===== src/rtl/cfeb_fifo_responder.sv =====
// cfeb_fifo_responder: FWFT read-side responder for one CFEB data FIFO channel
module cfeb_fifo_responder #(
   parameter int AW = 8,
   parameter int DW = 18
) (
   input  logic          CLKDDU,
   input  logic          RST_B,
   input  logic          FIFOMRST,
   input  logic          WR_EN,
   input  logic [DW-1:0] WR_DATA,
   input  logic          WR_LAST,
   input  logic          RENFIFO_B,
   input  logic          OEFIFO_B,
   output logic [DW-1:0] DOUT,
   output logic          LAST_OUT,
   output logic          FFOR_B,
   output logic          FULL_B,
   output logic          HALF,
   output logic [AW:0]   WCNT,
   output logic [AW:0]   EVT_CNT,
   output logic          DAV,
   output logic          OVFL,
   output logic          UNDF
);
   localparam int CAP = 1 << AW;
   // The LOAD step is the combinational load strobe, so an EMPTY register
   // with data in RAM becomes VALID on the very next edge.
   localparam logic EMPTY = 1'b0;
   localparam logic VALID = 1'b1;

   logic [DW:0]   mem [CAP];
   logic [AW-1:0] wp, rp;
   logic [AW:0]   ram_cnt, evt_cnt, evt_nxt;
   logic [DW:0]   out_q;
   logic          state, dav, ovfl, undf;
   logic          full, rd_ok, wr_ok, load;

   // Accept/drop decisions and the next event count
   always_comb begin
      full    = ram_cnt == (AW+1)'(CAP);
      rd_ok   = !RENFIFO_B && state == VALID;
      wr_ok   = WR_EN && (!full || rd_ok);
      load    = (state == EMPTY || rd_ok) && ram_cnt != '0;
      evt_nxt = evt_cnt + (AW+1)'(wr_ok && WR_LAST) - (AW+1)'(rd_ok && out_q[DW]);
   end

   // RAM write port; the last flag rides in the top bit
   always_ff @(posedge CLKDDU) begin
      if (wr_ok && !FIFOMRST) mem[wp] <= {WR_LAST, WR_DATA};
   end

   // Pointers, output register fill, counts and sticky error flags
   always_ff @(posedge CLKDDU or negedge RST_B) begin
      if (!RST_B) begin
         wp <= '0; rp <= '0; ram_cnt <= '0; evt_cnt <= '0; out_q <= '0;
         state <= EMPTY; dav <= 1'b0; ovfl <= 1'b0; undf <= 1'b0;
      end else if (FIFOMRST) begin
         wp <= '0; rp <= '0; ram_cnt <= '0; evt_cnt <= '0; out_q <= '0;
         state <= EMPTY; dav <= 1'b0; ovfl <= 1'b0; undf <= 1'b0;
      end else begin
         if (wr_ok) wp <= wp + 1'b1;
         if (load) begin
            rp    <= rp + 1'b1;
            out_q <= mem[rp];
         end
         ram_cnt <= ram_cnt + (AW+1)'(wr_ok) - (AW+1)'(load);
         state   <= load ? VALID : rd_ok ? EMPTY : state;
         evt_cnt <= evt_nxt;
         dav     <= evt_nxt != '0;
         ovfl    <= ovfl | (WR_EN && !wr_ok);
         undf    <= undf | (!RENFIFO_B && state == EMPTY);
      end
   end

   assign DOUT     = OEFIFO_B ? '0 : out_q[DW-1:0];
   assign LAST_OUT = !OEFIFO_B && out_q[DW];
   assign FFOR_B   = state != VALID;
   assign FULL_B   = !full;
   assign WCNT     = ram_cnt + (AW+1)'(state);
   assign HALF     = WCNT >= (AW+1)'(CAP / 2);
   assign EVT_CNT  = evt_cnt;
   assign DAV      = dav;
   assign OVFL     = ovfl;
   assign UNDF     = undf;
endmodule


===== config.mk =====
export PLATFORM = sky130hd
export DESIGN_NAME = cfeb_fifo_responder
export DESIGN_NICKNAME = d
export VERILOG_FILES = /design/src/rtl/cfeb_fifo_responder.sv
export SDC_FILE = /design/constraint.sdc
export NUM_CORES = 2
export LEC_CHECK = 0
export CAP_MARGIN = 5
export CELL_PAD_IN_SITES_DETAIL_PLACEMENT = 1
export CELL_PAD_IN_SITES_GLOBAL_PLACEMENT = 1
export CORE_ASPECT_RATIO = 1.5
export CORE_MARGIN = 4
export CORE_UTILIZATION = 56
export DETAILED_ROUTE_END_ITERATION = 12
export PLACE_DENSITY_LB_ADDON = 0.12
export SYNTH_ARGS = -nofsm -noshare
export SYNTH_HDL_FRONTEND = slang
export SYNTH_MEMORY_MAX_BITS = 65536
export SYNTH_SLANG_ARGS = --single-unit

===== constraint.sdc =====
create_clock -name CLKDDU -period 4.6 [get_ports CLKDDU]
set_input_delay 0.46 -clock CLKDDU [delete_from_list [all_inputs] [get_ports CLKDDU]]
set_output_delay 0.46 -clock CLKDDU [all_outputs]
set_load 0.01 [all_outputs]

**Yosys cells after proc, flatten, opt, wreduce, memory -nomap -nowiden**

Memories as Yosys holds them, arrays and structs flattened.
Index checks and enable logic that the tools add are counted.

- Multiplexer cells: 17
- Equal/unequal tests: 1
- Bitwise gates (word level): 3
- Add/subtract/negate cells: 7
- Order comparisons: 1
- Reduce and logical (&&, ||, !) cells: 21

Operators with widths:

| kind | count |
|---|---|
| $mux 19 | 2 |
| $mux 8 | 4 |
| $add 9x1->9 | 3 |
| $mux 18 | 1 |
| $mux 9 | 2 |
| $reduce_bool 9->1 | 2 |
| $sub 9x1->9 | 2 |
| $add 8x1->8 const B | 2 |
| $eq 9x9->1 const B | 1 |
| $ge 9x8->1 const B | 1 |
| $logic_and 1x1->1 | 9 |
| $mux 1 | 8 |
| $logic_not 1->1 | 5 |
| $reduce_bool 2->1 | 2 |
| $reduce_bool 3->1 | 1 |
| $logic_or 1x1->1 | 2 |
| $or 1x1->1 | 2 |
| $not 1->1 | 1 |

- Output and inout bits: 43
- Register bits after elaboration: 57
- Memory bits (writable): 4864
- Word-level logic and storage cells: 60
- Memories kept: 1
- Input bits: 25

Memories:

| memory | words | bits a word | rd ports | clocked after Yosys merged registers in | wr ports | RTL line | source |
|---|---|---|---|---|---|---|---|
| mem | 256 | 19 | 1 | 0 | 1 | 31 | `logic [DW:0] mem [CAP];` |

**Logic depth before layout (Yosys ltp)**

- Depth after elaboration: 9
- Gate-level depth with buffers: 19
- Gate-level depth less buffers: 19

**Worst setup path before layout**

Ideal clock, no wire load.

- Kind: register to register
- From: register ram_cnt[4]
- To: memory mem[118][0] (netlist name) (enable)
- Clock period less this slack: 3.514 ns
- Path buffers: 1
- Arrival: 3.120 ns
- Cell stages (with the launch flop): 11
- Setup time: 0.395 ns
- Slack: 1.086 ns
- Cells stage by stage: dfrtp_1 inv_1 ha_1 nand4b_1 nor4b_1 nor2b_1 inv_1 nor4b_1 nand3_1 clkbuf_1 nor2_1

- Word-level cells in the longest chain between the ends: 7

RTL lines:

| what | RTL line | source |
|---|---|---|
| start, declared | 33 | `logic [AW:0] ram_cnt, evt_cnt, evt_nxt;` |
| start signal, assigned | 66 | `ram_cnt <= ram_cnt + (AW+1)'(wr_ok) - (AW+1)'(load);` |
| $eq 9x9->1 | 40 | `full = ram_cnt == (AW+1)'(CAP);` |
| $logic_not 1->1 | 42 | `wr_ok = WR_EN && (!full \|\| rd_ok);` |
| $logic_or 1x1->1 | 42 |  |
| $logic_and 1x1->1 | 42 |  |
| $logic_and 1x1->1 | 49 | `if (wr_ok && !FIFOMRST) mem[wp] <= {WR_LAST, WR_DATA};` |
| $mux 1 | 49 |  |
| $mux 1 (implied by the code) | 49 |  |
| end, declared | 31 |  |

Every way passes these cells.

**Worst setup path after layout**

- From: register rp[0]
- To: register out_q[12]

- Word-level cells in the longest chain between the ends: 3

RTL lines:

| what | RTL line | source |
|---|---|---|
| start, declared | 32 | `logic [AW-1:0] wp, rp;` |
| start signal, assigned | 63 | `rp <= rp + 1'b1;` |
| $mem_v2 256x19 | n/a |  |
| $mux 19 | 62 | `if (load) begin` |
| $mux 19 | 57 | `end else if (FIFOMRST) begin` |
| end signal, assigned | 64 | `out_q <= mem[rp];` |
| end, declared | 34 | `logic [DW:0] out_q;` |

Every way passes these cells. The select of a mux whose other input is x is not followed.
A chain may end at the register's enable or synchronous reset.

==> results_dict.tcl <==
set metrics [dict create \
    timing.rr.end "out_q[12]$_DFFE_PN0P_" \
    endpoint "out_q[12]$_DFFE_PN0P_" \
    end_kind "flop" \
    ys_ff_latch 4921 \
    grt_pass1_vias 106359 \
    critPathBufInv 4 \
    cp.depth 11 \
    drtIter0Drc 15821 \
    fillers 27258 \
    critPathKind "flop to flop" \
    r2r-start "rp[0]$_DFFE_PN0P_" \
    slew_violations 0 \
    wl_um 631000 \
    final_util_pct 63.9 \
    synth-edff-count 4864 \
    slew-limit-headroom_pct 0.364 \
    crit_fanout 23 \
    viasPerCell 7.05 \
    path_cells "buf_12, buf_4, mux4_2, o22ai_1, or3_1, o21ai_0, buf_4, nor3_1, buf_4, nor4_1, a32o_1" \
    cpLargestDelayFamily "simple AND/OR/NAND/NOR gates" \
    synth_area_leader_cell "edfxtp_1" \
    violations "max-capacitance violations, negative setup slack" \
    ys.warnings.count 0 \
    grt.overflow.total 0 \
    worst_pin_slew_ps 1490 \
    grt_usage_pct 36.1 \
    die-area_um2 350000 \
    synth_area_leaders "edfxtp_1 (77%), mux4_2 (11%), mux2i_1 (3.6%)" \
    final-hold-violation-count 0 \
    required_ps 5510 \
    grt_max_degree 176 \
    yosysSeqAreaShare_pct 77.3 \
    nets 9884 \
    grt_pass1_wl_um 872000 \
    rows 262 \
    rr_worst_depth 11 \
    synth_area_um2 191000 \
    multi_input_area_um2 40900 \
    placed_cells 13859 \
    hpwl_um 385000 \
    cp_slowest_stage_delay_ps 1050 \
    ff_latch_area_um2 148000 \
    synth_flop_cell "edfxtp_1" \
    fin_crit_sh_pct 102 \
    ios 68 \
    area_delta_synth_final_pct 13.6 \
    route.detailed.drc 0 \
    timing.final.ws_setup_ps -88.4 \
    clkSlewWorstSetupHoldPaths_ps 60 \
    crit_top_cell "buf_4" \
    numCtsBuffers 443 \
    crit_start "rp[0]$_DFFE_PN0P_" \
    power_density_nw_per_um2 523 \
    core_area_um2 339000 \
    cts_tree "built" \
    syn_inst 9073 \
    start_util_pct 56.2 \
    syn-num-nets 9134 \
    gp_congestion 0.927 \
    cts.sinks 4921 \
    drive_above_1_share_pct 26.6 \
    status "complete, but fails checks" \
    yosys.cell_types.count 79 \
    first_pass_iters 6 \
    fin_setup_tns_ps -91.6 \
    fin_crit_ps 4690 \
    cts_buffer_depth 4 \
    h-tree-depth 5 \
    yosys.area.top_type_share_pct 76.5 \
    max-vdd-ir-drop_v 0.000358 \
    start_kind "flop" \
    post_drt_wl_per_cell_um 42.9 \
    rsz0062_at_grt "false" \
    ant_nets 0 \
    hold_class "primary input to flop" \
    port_buffers 67 \
    cp.arrival_ps 5600 \
    r2r_setup_slack_ps -90 \
    fin_worst_skew_ps 54.9 \
    synth-async-reset-ratio_pct 1.16 \
    critPathSlowestCell "nor4_1" \
    max_cap_viol_count 1 \
    die-height_um 723 \
    final_cells 14712 \
    p_leak_nw 68.0 \
    die_w_um 485 \
    avgSynthCellArea_um2 21.0 \
    finalSetupViolCount 2 \
    clkLatencyLatePin_ps 990 \
    vias 103726 \
    fmax_ghz 0.213 \
    clock_tree.root_cell "clkbuf_16" \
    antenna_found_initial 60 \
]
per-stage QoR:
step                worst slack, ps  hold slack (ps)  total power [mW]  instance area [µm²]
floorplan                      1090              164              66.7               191000
global placement              -8.60              455              75.5               202000
detailed placement             2.27              472              76.1               202000
CTS                            9.40             21.6               114               217000
global route                   18.8             48.9               116               217000
finish                        -88.4             53.7               113               217000
cell usage in the layout, fill, tap and decap left out, types with 97 or more instances in the layout:
cell       count
nor2_1       127
nand2_1      191
mux4_2       948
buf_12       106
clkbuf_16    454
clkinv_1      97
nor2_2       258
o22ai_1      186
a22oi_1      106
buf_4        662
edfxtp_1    4864
o221ai_1     198
mux2i_1      677
a21oi_1      192
routing by layer:
layer | GRT usage (%) | wire [µm] | share of wire, % | vias to the layer above
li1 | - | - | - | 39547
met5 | 0 | 184 | 0.029 | -
met3 | 8.15 | 66100 | 10 | 1812
met1 | 45.0 | 210000 | 33 | 55148
met2 | 57.7 | 303000 | 48 | 7193
met4 | 23.6 | 51800 | 8.2 | 26
synth_stat cells, drive strengths merged, types with 12 or more instances:
cell type	number
a2111oi	14
a211oi	35
a21oi	192
a221oi	22
a22o	15
a22oi	106
a31oi	34
and2	14
buf	327
clkbuf	209
dfrtp	57
edfxtp	4864
ha	34
inv	31
mux2i	677
mux4	953
nand2	208
nand3	50
nand4	21
nor2	392
nor2b	40
nor3	64
nor4	34
o21ai	92
o221ai	198
o22ai	186
xnor2	20
xor2	12
how the worst min path moves through the flow:
stage / from / end / slack, ps / cells after the start
final: WR_DATA[7] / mem[177][7]$_DFFE_PP_ / 50 / 1
after global routing: WR_DATA[13] / mem[94][13]$_DFFE_PP_ / 50 / 1
after CTS: WR_DATA[7] / mem[177][7]$_DFFE_PP_ / 20 / 1
after detailed placement: out_q[14]$_DFFE_PN0P_ / out_q[14]$_DFFE_PN0P_ / 470 / 2
after global placement: out_q[14]$_DFFE_PN0P_ / out_q[14]$_DFFE_PN0P_ / 460 / 2
after floorplan: RST_B / DAV$_DFF_PN0_ / 160 / 0
cell type report:
cell class                      instances  area share [%]
Clock inverter                        271            1.30
Tap cell                             4488            2.59
Antenna cell                           36          0.0416
Multi-Input combinational cell       3584            18.9
Sequential cell                      4921            68.1
Inverter                               32          0.0629
Clock buffer                          539            5.46
Timing Repair Buffer                  841            3.64
worst reg2reg max path, stage by stage, from the launching register on:
cell and delay (ps):
dfrtp_4 940, buf_12 380, buf_4 370, mux4_2 300, o22ai_1 90, or3_1 560, o21ai_0 200, buf_4 210
nor3_1 70, buf_4 180, nor4_1 1050, a32o_1 310
state kept, by name, summed over array words and instances (netlist names), 8 cells and up:
name / flops
EVT_CNT: 9
wp: 8
ram_cnt: 9
out_q: 19
mem: 4864
rp: 8
cells by family (layout without fill, tap and decap cells):
| group | after synthesis | after routing | share of synthesized area [%] |
|---|---|---|---|
| AOI/OAI and AO/OA | 998 | 998 | 3.63 |
| muxes | 1640 | 1640 | 14.9 |
| adders and majority gates | 36 | 36 | 0.244 |
| other | 0 | 36 | 0 |
| buffers and inverters | 568 | 1683 | 1.78 |
| DFF | 4921 | 4921 | 77.3 |
| and+or+nand+nor | 878 | 878 | 2.04 |
| xor gates and xnor gates | 32 | 32 | 0.147 |
power breakdown:
group | switching, mW | leakage, nW | internal, mW
combinational | 14.7 | 16.4 | 10.8
clock | 16.5 | 7.15 | 21.4
sequential | 0.453 | 44.4 | 49.4
repair_timing:
action	4_1_cts	5_1_grt
setup buffers	0	0
endpoints found under the setup margin	1	1
hold buffers	5	0
hold endpoints to repair	140	0
gates resized for setup	1	1
(Power assumes the default switching activity.)
